[config.mk]
export PLATFORM = sky130hd
export DESIGN_NAME = anton_neopixel_buffered
export DESIGN_NICKNAME = d
export VERILOG_FILES = /design/src/rtl/anton_neopixel_buffered.sv
export SDC_FILE = /design/constraint.sdc
export NUM_CORES = 1
export LEC_CHECK = 0
export ABC_AREA = 1
export ABC_CLOCK_PERIOD_IN_PS = 4100
export BUFFER_PORTS_ARGS = -buffer_cell sky130_fd_sc_hd__buf_2
export CAP_MARGIN = 20
export CORE_MARGIN = 1
export CORE_UTILIZATION = 45
export CTS_CLUSTER_SIZE = 24
export DETAILED_ROUTE_END_ITERATION = 12
export MAX_ROUTING_LAYER = met4
export SLEW_MARGIN = 30
export SYNTH_ARGS = -nofsm -noshare
export SYNTH_HDL_FRONTEND = slang
export SYNTH_SLANG_ARGS = --single-unit
[constraint.sdc]
create_clock -name CLK_10MHZ -period 4.1 [get_ports CLK_10MHZ]
set_input_delay 0.205 -clock CLK_10MHZ [delete_from_list [all_inputs] [get_ports CLK_10MHZ]]
set_output_delay 0.205 -clock CLK_10MHZ [all_outputs]
set_load 0.05 [all_outputs]
[src/rtl/anton_neopixel_buffered.sv]
// Buffered WS2812-style frame transmitter: pixel buffer, prefetching bit serializer
// and latch timer, with optional back-to-back frame looping.
module anton_neopixel_buffered #(
  parameter int unsigned PIXELS          = 8,
  parameter int unsigned BYTES_PER_PIXEL = 3,
  parameter int unsigned BIT_TICKS       = 12,
  parameter int unsigned T0H_TICKS       = 3,
  parameter int unsigned T1H_TICKS       = 8,
  parameter int unsigned RESET_TICKS     = 500,
  localparam int unsigned AW = (PIXELS > 1) ? $clog2(PIXELS) : 1,
  localparam int unsigned DW = 8 * BYTES_PER_PIXEL
) (
  input  logic          CLK_10MHZ,
  input  logic          RESET,
  input  logic          WR_EN,
  input  logic [AW-1:0] WR_ADDR,
  input  logic [DW-1:0] WR_DATA,
  input  logic          START,
  input  logic          LOOP,
  output logic          BUSY,
  output logic          DONE,
  output logic          NEO_DATA,
  output logic [1:0]    VERBOSE_STATE
);

  localparam int unsigned TW = (BIT_TICKS > 1) ? $clog2(BIT_TICKS) : 1;
  localparam int unsigned BW = $clog2(DW);
  localparam int unsigned RW = (RESET_TICKS > 1) ? $clog2(RESET_TICKS) : 1;

  typedef enum logic [1:0] {
    S_IDLE  = 2'd0,
    S_LOAD  = 2'd1,
    S_BIT   = 2'd2,
    S_LATCH = 2'd3
  } state_t;

  state_t        state;
  logic [DW-1:0] mem [PIXELS];
  logic [DW-1:0] shift;
  logic [DW-1:0] pre;
  logic [TW-1:0] tick;
  logic [BW-1:0] bitn;
  logic [AW-1:0] pix;
  logic [RW-1:0] lat;

  logic          tick_last;
  logic          bit_last;
  logic          pix_last;
  logic          nxt_bit;
  logic [TW-1:0] nxt_tick;
  logic          neo_nxt;

  assign VERBOSE_STATE = state;

  // Pixel buffer; out-of-range addresses and writes under reset are dropped.
  always_ff @(posedge CLK_10MHZ) begin
    if (!RESET && WR_EN && ({1'b0, WR_ADDR} < (AW+1)'(PIXELS))) begin
      mem[WR_ADDR] <= WR_DATA;
    end
  end

  // Line level for the cycle after the coming edge, from the bit and tick that will be current then.
  always_comb begin
    tick_last = (tick == TW'(BIT_TICKS - 1));
    bit_last  = (bitn == BW'(DW - 1));
    pix_last  = (pix == AW'(PIXELS - 1));
    nxt_bit   = 1'b0;
    nxt_tick  = '0;
    unique case (state)
      S_LOAD: nxt_bit = mem[0][DW-1];
      S_BIT: begin
        if (!tick_last) begin
          nxt_bit  = shift[DW-1];
          nxt_tick = tick + TW'(1);
        end else if (!bit_last) begin
          nxt_bit = shift[DW-2];
        end else begin
          nxt_bit = pre[DW-1];
        end
      end
      default: nxt_bit = 1'b0;
    endcase
    neo_nxt = (nxt_tick < (nxt_bit ? TW'(T1H_TICKS) : TW'(T0H_TICKS)));
  end

  always_ff @(posedge CLK_10MHZ) begin
    if (RESET) begin
      state    <= S_IDLE;
      NEO_DATA <= 1'b0;
      BUSY     <= 1'b0;
      DONE     <= 1'b0;
      tick     <= '0;
      bitn     <= '0;
      pix      <= '0;
      lat      <= '0;
    end else begin
      DONE <= 1'b0;
      unique case (state)
        S_IDLE: begin
          NEO_DATA <= 1'b0;
          if (START || LOOP) begin
            state <= S_LOAD;
            BUSY  <= 1'b1;
          end
        end
        S_LOAD: begin
          shift    <= mem[0];
          tick     <= '0;
          bitn     <= '0;
          pix      <= '0;
          NEO_DATA <= neo_nxt;
          state    <= S_BIT;
        end
        S_BIT: begin
          NEO_DATA <= neo_nxt;
          if (!tick_last) begin
            tick <= tick + TW'(1);
          end else begin
            tick <= '0;
            if (!bit_last) begin
              bitn  <= bitn + BW'(1);
              shift <= {shift[DW-2:0], 1'b0};
              // Fetch the next pixel as the last bit of this one starts.
              if ((bitn == BW'(DW - 2)) && !pix_last) begin
                pre <= mem[pix + AW'(1)];
              end
            end else if (!pix_last) begin
              bitn  <= '0;
              pix   <= pix + AW'(1);
              shift <= pre;
            end else begin
              bitn     <= '0;
              pix      <= '0;
              lat      <= '0;
              NEO_DATA <= 1'b0;
              state    <= S_LATCH;
            end
          end
        end
        S_LATCH: begin
          NEO_DATA <= 1'b0;
          if (lat == RW'(RESET_TICKS - 1)) begin
            lat  <= '0;
            DONE <= 1'b1;
            if (LOOP) begin
              state <= S_LOAD;
            end else begin
              state <= S_IDLE;
              BUSY  <= 1'b0;
            end
          end else begin
            lat <= lat + RW'(1);
          end
        end
      endcase
    end
  end

endmodule

# Word-level counts from Yosys, hierarchy flattened
# Memories as Yosys holds them, arrays and structs flattened. A register that Yosys moved wholly into a read port is not among the register bits.
# Cells that the tools add are included.
[word_totals] register_bits=50 latchBits=0 ramBits=192 romBits=0 in_bits=32 out_inout_bits=5 word_cells=92 memories=1
[classes] add_sub_neg=4 multipliers=0 div=0 magnitude_cmp=1 eq_ne=15 shifts=0 n_mux=41 n_bitwise=3 n_reduce_logical=18
[mem_list] name="mem" words=8 width=24 read_ports=2 rd_clocked_by_memory_dff=1 wr=1 line="38" source="logic [DW-1:0] mem [PIXELS];"
[ops] op="$mux W24" n=3
[ops] op="$pmux W24 S2" n=1
[ops] op="$mux W9" n=4
[ops] op="$pmux W9 S2" n=1
[ops] op="$mux W1" n=12
[ops] op="$mux W4" n=3
[ops] op="$ne A2 B2 Y1 const B" n=6
[ops] op="$reduce_and A4 Y1" n=3
[ops] op="$eq A5 B5 Y1 const B" n=2
[ops] op="$mux W2" n=5
[ops] op="$mux W5" n=2
[ops] op="$pmux W5 S2" n=1
[ops] op="$reduce_and A5 Y1" n=2
[ops] op="$add A9 B1 Y9 const B" n=1
[ops] op="$eq A9 B9 Y1 const B" n=1
[ops] op="$mux W3" n=3
[ops] op="$pmux W2 S4" n=1
[ops] op="$pmux W4 S2" n=1
[ops] op="$pmux W3 S2" n=1
[ops] op="$reduce_bool A2 Y1" n=3
[ops] op="$add A5 B1 Y5 const B" n=1
[ops] op="$add A4 B1 Y4 const B" n=1
[ops] op="$eq A2 B2 Y1 const B" n=2
[ops] op="$eq A4 B4 Y1 const B" n=1
[ops] op="other kinds (15)" n=21

# Depth between registers and ports, before layout
# Gate-level depths: netlist (run 1).
[depth] ltp_word=10 mapped_depth=13

# Least setup slack after synthesis (run 1)
# OpenSTA, ideal clock, no wires.
[synth_path] path_kind="register to register" from="register state[0], in the netlist VERBOSE_STATE[0]" to="register shift[0] (enable)" setup_ns=0.442 t_arrival_ns=3.383 required_time_ns=3.658 path_slack_ns=0.275 path_stages_with_launch=6 period_less_slack_ns=3.825 cell_sequence="dfxtp_1 -> inv_1 -> ha_1 -> clkbuf_1 -> nand2_1 -> a211oi_1"
[synth_between] elab_chain_cells=3 word_cells_on_any_way=6
[synth_lines] element="start, declared" line="37" source="state_t state;"
[synth_lines] element="start signal, assigned" line="88" source="state <= S_IDLE;"
[synth_lines] element="start signal, assigned" line="102" source="state <= S_LOAD;"
[synth_lines] element="start signal, assigned" line="112" source="state <= S_BIT;"
[synth_lines] element="$eq A2 B2 Y1 or $eq A2 B1 Y1 (tied branches)" line="98" source="unique case (state)"
[synth_lines] element="$ne A3 B3 Y1 (no source line) (tied with other cells)"
[synth_lines] element="$reduce_and A4 Y1 (no source line) *"
[synth_lines] element="end signal, assigned" line="107" source="shift <= mem[0];"
[synth_lines] element="end signal, assigned" line="122" source="shift <= {shift[DW-2:0], 1'b0};"
[synth_lines] element="end signal, assigned" line="130" source="shift <= pre;"
[synth_lines] element="end, declared" line="39" source="logic [DW-1:0] shift;"
# Mark *: on every way between the ends. The rest lies on a longest branch, timed or not.
# A chain may end at the register's enable or synchronous reset.

# Final worst setup path (run 1)
[layout_path] from="register state[0], in the netlist VERBOSE_STATE[0]" to="register NEO_DATA"
[layout_between] elab_chain_cells=8 word_cells_on_any_way=13
[layout_lines] element="$eq A2 B2 Y1 or $eq A2 B1 Y1 (tied branches)" line="69, 98"
[layout_lines] element="$pmux W1 S2" line="69" source="unique case (state)"
[layout_lines] element="$mux W4" line="83" source="neo_nxt = (nxt_tick < (nxt_bit ? TW'(T1H_TICKS) : TW'(T0H_TICKS)));"
[layout_lines] element="$lt A4 B4 Y1" line="83"
[layout_lines] element="$mux W1" line="127" source="end else if (!pix_last) begin"
[layout_lines] element="$mux W1" line="120" source="if (!bit_last) begin"
[layout_lines] element="$mux W1" line="116" source="if (!tick_last) begin"
[layout_lines] element="$pmux W1 S3 *" line="98"
[layout_lines] element="end signal, assigned" line="111" source="NEO_DATA <= neo_nxt;"
[layout_lines] element="end signal, assigned" line="115" source="NEO_DATA <= neo_nxt;"
[layout_lines] element="end, declared" line="22" source="output logic NEO_DATA,"
# Marks and branches as above.

==> results of run 1 <==
==> flip-flops by register name, summed over array words and instances (netlist names) <==
| name | count |
|---|---|
| VERBOSE_STATE | 2 |
| tick | 4 |
| mem | 192 |
| NEO_DATA | 1 |
| lat | 9 |
| BUSY | 1 |
| pix | 3 |
| DONE | 1 |
| shift | 24 |
| pre | 24 |
| bitn | 5 |
==> synth_stat cells <==
master,instances
inv_2,6
xor2_1,4
ha_1,13
xnor2_1,1
nor3_1,5
nor2_2,3
a31oi_1,26
buf_1,7
dfxtp_1,26
inv_4,1
o22ai_1,46
a211oi_1,4
o221ai_1,1
a21oi_1,18
o21ai_0,105
o21ai_1,4
nand3b_4,1
clkbuf_1,29
inv_1,34
nand3_1,11
nand4_4,1
nand2_1,43
a31o_2,1
nand2_2,3
edfxtp_1,240
buf_2,9
nand4_1,5
nor2_1,236
nor3_2,1
o211ai_1,1
o31ai_1,1
or2_2,2
==> worst max-delay path: cells and delay by family (launching register included) <==
family / cells / cell delay (ns)
AO/OA/AOI/OAI: 1 / 0.13
flip-flops: 1 / 0.38
adder cells (fa/ha/maj): 2 / 1.02
buffers and inverters: 2 / 0.50
AND/OR/NAND/NOR: 6 / 0.74
==> worst max-delay path by stage <==
| stage | slack [ns] | endpoint | startpoint | cells past startpoint |
|---|---|---|---|---|
| floorplan | 0.27 | shift[0]$_DFFE_PP_ | VERBOSE_STATE[0]$_SDFFE_PP0P_ | 5 |
| global placement | 1.28 | NEO_DATA$_SDFF_PP0_ | VERBOSE_STATE[0]$_SDFFE_PP0P_ | 11 |
| detailed placement | 1.29 | NEO_DATA$_SDFF_PP0_ | VERBOSE_STATE[0]$_SDFFE_PP0P_ | 11 |
| CTS | 1.27 | NEO_DATA$_SDFF_PP0_ | VERBOSE_STATE[0]$_SDFFE_PP0P_ | 11 |
| global route | 1.15 | NEO_DATA$_SDFF_PP0_ | VERBOSE_STATE[0]$_SDFFE_PP0P_ | 11 |
| finish | 1.26 | NEO_DATA$_SDFF_PP0_ | VERBOSE_STATE[0]$_SDFFE_PP0P_ | 11 |
==> through the flow <==
stage	hold slack, ns	total power, uW
after floorplan	0.304	4730
after global placement	0.459	5230
after detailed placement	0.452	5260
after CTS	0.109	7710
after global routing	0.243	8060
final	0.131	7650
==> area by class of cell <==
type                       instances  area, um^2
tap                              319         399
multi-input combinational        536        2660
sequential                       266        7730
fill                            2048       11000
timing repair buffer              79         568
clock buffer                      40         787
inverter                          41         158
clock inverter                     9        90.1
==> report_power, final <==
part / total (uW) / switching (uW) / leakage, uW / internal [uW]
Clock: 2430 / 985 / 0.000420 / 1450
Combinational: 1890 / 1290 / 0.00151 / 595
Sequential: 3330 / 127 / 0.00238 / 3200
Total: 7650 / 2410 / 0.00431 / 5240
==> cell families after synthesis <==
| logic type | count (synthesis) | synth area share [%] |
|---|---|---|
| buf+inv | 86 | 3.15 |
| xor+xnor | 5 | 0.410 |
| fa+ha+maj | 13 | 1.52 |
| simple gates | 311 | 11.8 |
| flops | 266 | 72.4 |
| compound gates | 207 | 10.8 |
==> repair_timing <==
item                                   4_1_cts  5_1_grt
buffers inserted                             0        0
endpoints found under the hold margin      196        0
hold buffers                                26        0
==> layer usage <==
| metal | vias to the layer above | global-route usage [%] | wire length, um |
|---|---|---|---|
| li1 | 3305 | - | - |
| met1 | 3341 | 27.0 | 10700 |
| met2 | 157 | 32.9 | 11000 |
| met3 | 29 | 2.44 | 1080 |
| met4 | 0 | 4.86 | 391 |
| met5 | - | - | 0 |
==> results_dict.tcl, run 1 <==
set metrics [dict create \
    ys_seq_area_share_pct 72.4 \
    hold_path_end "BUSY$_SDFFE_PP0P_" \
    drc_errors 0 \
    max_freq_ghz 0.352 \
    cpMaxStageDelayCell "ha_1" \
    setup_violations 0 \
    path_clk_slew_ns 0.06 \
    period_minus_slack_ns 2.84 \
    start_util_pct 45.6 \
    die_width_um 156 \
    instances_no_fill 1290 \
    track_usage_pct 20.2 \
    syn_avg_cell_area_um2 12.0 \
    powerDensity_mw_per_mm2 618 \
    final_common_cell "edfxtp_1" \
    criticalPathCategory "reg -> reg" \
    htree_num_levels 1 \
    critPathMaxFanout 17 \
    synth_seq_cells 266 \
    netlist_instances 888 \
    gp_congestion 0.783 \
    drt_iter0_drc 373 \
    syn_nets 933 \
    clk-insertion-delay-late_ns 0.54 \
    cts_resized 0 \
    critPathLaunchType "register" \
    placed_area_mm2 0.0113 \
    grt_pass1_vias 6572 \
    post_drt_wl_per_cell_um 17.9 \
    grt_max_degree 62 \
    place_ws_ns 1.29 \
    portBuffers 36 \
    dpl.hpwl_mm 12.8 \
    fin_setup_tns_ns 0 \
    yosysTopAreaCell "edfxtp_1" \
    end_kind "register" \
    drive_gt1_share_pct 12.2 \
    placed_cells_incl_taps 1215 \
    finalHoldViolations 0 \
    slowest_delay_ns 0.73 \
    ir_drop_mv 0.340 \
    synth_area_mm2 0.0107 \
    cts_tree "yes" \
    clock_skew_ns 0.0220 \
    worst_r2r_endpoint "NEO_DATA$_SDFF_PP0_" \
    hp-class "in -> reg" \
    numCtsBuffers 28 \
    stdcell_area_mm2 0.0124 \
    die_area_mm2 0.0244 \
    drtPass1Iterations 5 \
    relSlewSlack_pct 42.2 \
    path_cells "inv_1, ha_1, buf_4, nand3_1, nand3_1, nand2_1, nand2_1, nand2_1, ha_1, or2_2, a21oi_1" \
    grt_pass1_wl_mm 36.5 \
    status "completed" \
    nets 997 \
    fin_ws_ns 1.26 \
    reg2reg_depth 11 \
    r2r-start "VERBOSE_STATE[0]$_SDFFE_PP0P_" \
    antenna_found_initial 0 \
    drv_cap 0 \
    period_share_pct 69.4 \
    arrival_ns 3.32 \
    die_h_um 156 \
    ff2ff_setup_slack_ns 1.26 \
    area.growth.synth_to_final_pct 16.0 \
    core_mm2 0.0234 \
    synth_cell_type_count 32 \
    num_rows 56 \
    diodes 0 \
    tightest_slew_ns 0.868 \
    drv_slew 0 \
    final_cell_mix "edfxtp_1 (240), nor2_1 (228), o21ai_0 (105)" \
    clockBufferDepth 3 \
    leakage_uw 0.00431 \
    yosysWarningCount 0 \
    vias 6832 \
    cp_common_cell "nand2_1" \
    cts-root-buf "clkbuf_16" \
    synthTopCellsByArea "edfxtp_1 (67%), nor2_1 (8.3%), o21ai_0 (4.9%)" \
    gr-total-overflow 0 \
    min_from "START" \
    clock-sinks 266 \
    routed_wl_mm 23.1 \
    fin_util_pct 52.9 \
    cp.required_ns 4.58 \
    via_per_inst 5.30 \
    boundaryPins 37 \
    ant_nets 0 \
    rsz0062_at_grt "no" \
    min_path_cells 7 \
    netlist.area_leader.share_pct 67.5 \
]
Power figures use the tool's default switching activity.
==> run 2: changes to the inputs <==
- ABC_AREA: 1 -> 0
- ABC_CLOCK_PERIOD_IN_PS: 4100 -> 2440
- clock period: 4.1 -> 2.44 ns (I/O delays scaled with it)
==> run 2 against run 1 <==
Via count fell by 13%; cell area rose by 2.0%; synthesized area rose by 0.96%.
==> results_dict.tcl, run 2 <==
set metrics [dict create \
    critPathLaunchType "register" \
    tightest_slew_ns 0.481 \
    start_util_pct 45.9 \
    wl_met1_mm 9.13 \
    rsz0062_at_grt "no" \
    path_clk_slew_ns 0.06 \
    synth_seq_cells 266 \
    power_frac_seq_pct 50.6 \
    cpMaxStageDelayCell "dfxtp_1" \
    htree_num_levels 1 \
    antenna_found_initial 0 \
    synth-edff-count 240 \
    synthTopCellsByArea "edfxtp_1 (67%), mux4_2 (10%), dfxtp_1 (4.8%)" \
    fill_cells 1847 \
    num_rows 56 \
    grt_max_degree 51 \
    synth.most_common_cell "edfxtp_1" \
    core_mm2 0.0235 \
    wl_met3_um 871 \
    drc_errors 0 \
    track_usage_pct 18.8 \
    powerDensity_mw_per_mm2 836 \
    max_freq_ghz 0.466 \
    netlist_instances 639 \
    drive_gt1_share_pct 25.9 \
    fin_setup_tns_ns 0 \
    final_cell_mix "edfxtp_1 (240), nand2_1 (54), mux4_2 (48)" \
    cts_setup_buffers 0 \
    cp_common_cell "ha_1" \
    synth_cell_type_count 58 \
    vias 5916 \
    syn_nets 684 \
    period_minus_slack_ns 2.14 \
    period_share_pct 87.9 \
    status "completed" \
    portBuffers 36 \
    drtPass1Iterations 5 \
    numCtsBuffers 28 \
    arrival_ns 2.62 \
    min_from "START" \
    netlist.area_leader.share_pct 66.8 \
    synth_ff_type "edfxtp_1" \
    critPathMaxFanout 4 \
    cts-root-buf "clkbuf_16" \
    ff2ff_setup_slack_ns 0.30 \
    clockBufferDepth 3 \
    cp.required_ns 2.91 \
    yosysWarningCount 0 \
    ys_seq_area_share_pct 71.7 \
    final_common_cell "edfxtp_1" \
    clk-insertion-delay-late_ns 0.55 \
    clock-sinks 266 \
    largest_reg_flops 192 \
    p_clk_share_pct 36.7 \
    hp-class "in -> reg" \
    p_sw_share_pct 25.1 \
    yosysTopAreaCell "edfxtp_1" \
    top_layer "met4" \
    slowest_delay_ns 0.39 \
    end_kind "register" \
    gp_congestion 0.792 \
    worst_r2r_endpoint "NEO_DATA$_SDFF_PP0_" \
    die_width_um 157 \
    drv_cap 0 \
    via_per_inst 5.57 \
    grt_pass1_vias 6168 \
    boundaryPins 37 \
    place_ws_ns 0.0521 \
    power_frac_comb_pct 12.7 \
    nets 769 \
    drv_slew 0 \
    leakage_uw 0.00411 \
    ir_drop_mv 0.521 \
    relSlewSlack_pct 67.9 \
    multi_input_area_mm2 0.00293 \
    criticalPathCategory "reg -> reg" \
    diodes 0 \
    die_h_um 157 \
    die_area_mm2 0.0246 \
    area.growth.synth_to_final_pct 17.2 \
    async_flop_share_pct 0 \
    r2r-start "bitn[0]$_SDFFE_PP0P_" \
    gr-total-overflow 0 \
    setup_violations 0 \
    min_path_cells 5 \
    cts_tree "yes" \
    dpl.hpwl_mm 12.0 \
    synth_common_cells "edfxtp_1 (240), nand2_1 (54), mux4_2 (48)" \
    switchingPower_uw 2650 \
    syn_avg_cell_area_um2 16.9 \
    drt_iter0_drc 411 \
    internal_power_uw 7920 \
    regArea_mm2 0.00774 \
    ant_nets 0 \
    reg2reg_depth 8 \
    grt_pass1_wl_mm 33.7 \
    dr_wl_met2_mm 10.5 \
    top_register "mem" \
    fin_ws_ns 0.296 \
    hold_path_end "BUSY$_SDFFE_PP0P_" \
    path_cells "ha_1, nand4b_1, mux2i_1, o311ai_2, ha_1, a2111oi_2, o221ai_1, o21ai_1" \
    routed_wl_mm 21.1 \
    clock_skew_ns 0.0225 \
    synth_area_mm2 0.0108 \
    finalHoldViolations 0 \
    reg_top3 "mem: 192 flops, pre: 24 flops, shift: 24 flops" \
    post_drt_wl_per_cell_um 19.8 \
]
-- run 2: metal layers --
layer  track usage, %  up-vias
met5                -        -
met4             6.16        0
met3             2.74       39
met2             30.9      145
met1             24.0     3035
li1                 -     2697
-- run 2: worst max path at each step --
stage               cells after the start                          start  slack [ns]                   to
finish                                  8           bitn[0]$_SDFFE_PP0P_        0.30  NEO_DATA$_SDFF_PP0_
global route                            8           bitn[0]$_SDFFE_PP0P_        0.06  NEO_DATA$_SDFF_PP0_
CTS                                     8           bitn[0]$_SDFFE_PP0P_        0.05  NEO_DATA$_SDFF_PP0_
detailed placement                      8           bitn[0]$_SDFFE_PP0P_        0.05  NEO_DATA$_SDFF_PP0_
global placement                        8           bitn[0]$_SDFFE_PP0P_        0.23  NEO_DATA$_SDFF_PP0_
floorplan                               6  VERBOSE_STATE[0]$_SDFFE_PP0P_       0.006   shift[0]$_DFFE_PP_
-- run 2: kinds of logic (layout without fill, tap and decap cells) --
group | count (synthesis) | in the layout | synth area share, %
xor gates and xnor gates | 2 | 2 | 0.162
muxes | 76 | 76 | 12.9
and+or+nand+nor | 155 | 155 | 6.94
AOI/OAI and AO/OA | 80 | 80 | 4.84
DFF | 266 | 266 | 71.7
adders and majority gates | 13 | 13 | 1.51
buffers and inverters | 47 | 152 | 1.97
-- run 2: repair_timing --
| action | CTS | global route |
|---|---|---|
| setup endpoints to repair | 0 | 1 |
| hold buffers | 26 | 0 |
| hold endpoints to repair | 194 | 0 |
| resized for setup | 0 | 3 |
-- run 2: cell type report --
type | instances | area share (%)
flip-flops and latches | 266 | 61.2
multi-input cells | 326 | 23.2
clock buffers | 35 | 5.75
repair buffers | 90 | 5.44
well taps | 319 | 3.16
clock inverters | 15 | 0.881
inverters | 12 | 0.356
-- run 2: stage by stage --
stage                     util (%)  power (uW)  std cells  hold slack [ns]  area, um^2
after global placement        49.1        6680        987            0.383       11500
after CTS                     53.8       10700       1063            0.164       12600
after global routing          53.8       11000       1063            0.197       12600
final                         53.8       10600       1063            0.176       12600
after detailed placement      49.1        6730        987            0.393       11500
after floorplan                  -        6360        639            0.221       10800
-- run 2: power groups by stage --
| stage | combinational [uW] | clock, uW | sequential, uW |
|---|---|---|---|
| after global placement | 1240 | 0 | 5440 |
| after CTS | 1330 | 3980 | 5350 |
| final | 1340 | 3880 | 5350 |
| after detailed placement | 1290 | 0 | 5450 |
| after floorplan | 832 | 0 | 5530 |
| after global routing | 1480 | 4160 | 5370 |
-- run 2: worst max-delay path, delay by kind of cell, from the launching register on --
kind | cells | cell delay [ns]
AO/OA/AOI/OAI | 4 | 0.81
adder cells (fa/ha/maj) | 2 | 0.51
flip-flops | 1 | 0.39
multiplexers | 1 | 0.19
AND/OR/NAND/NOR | 1 | 0.18
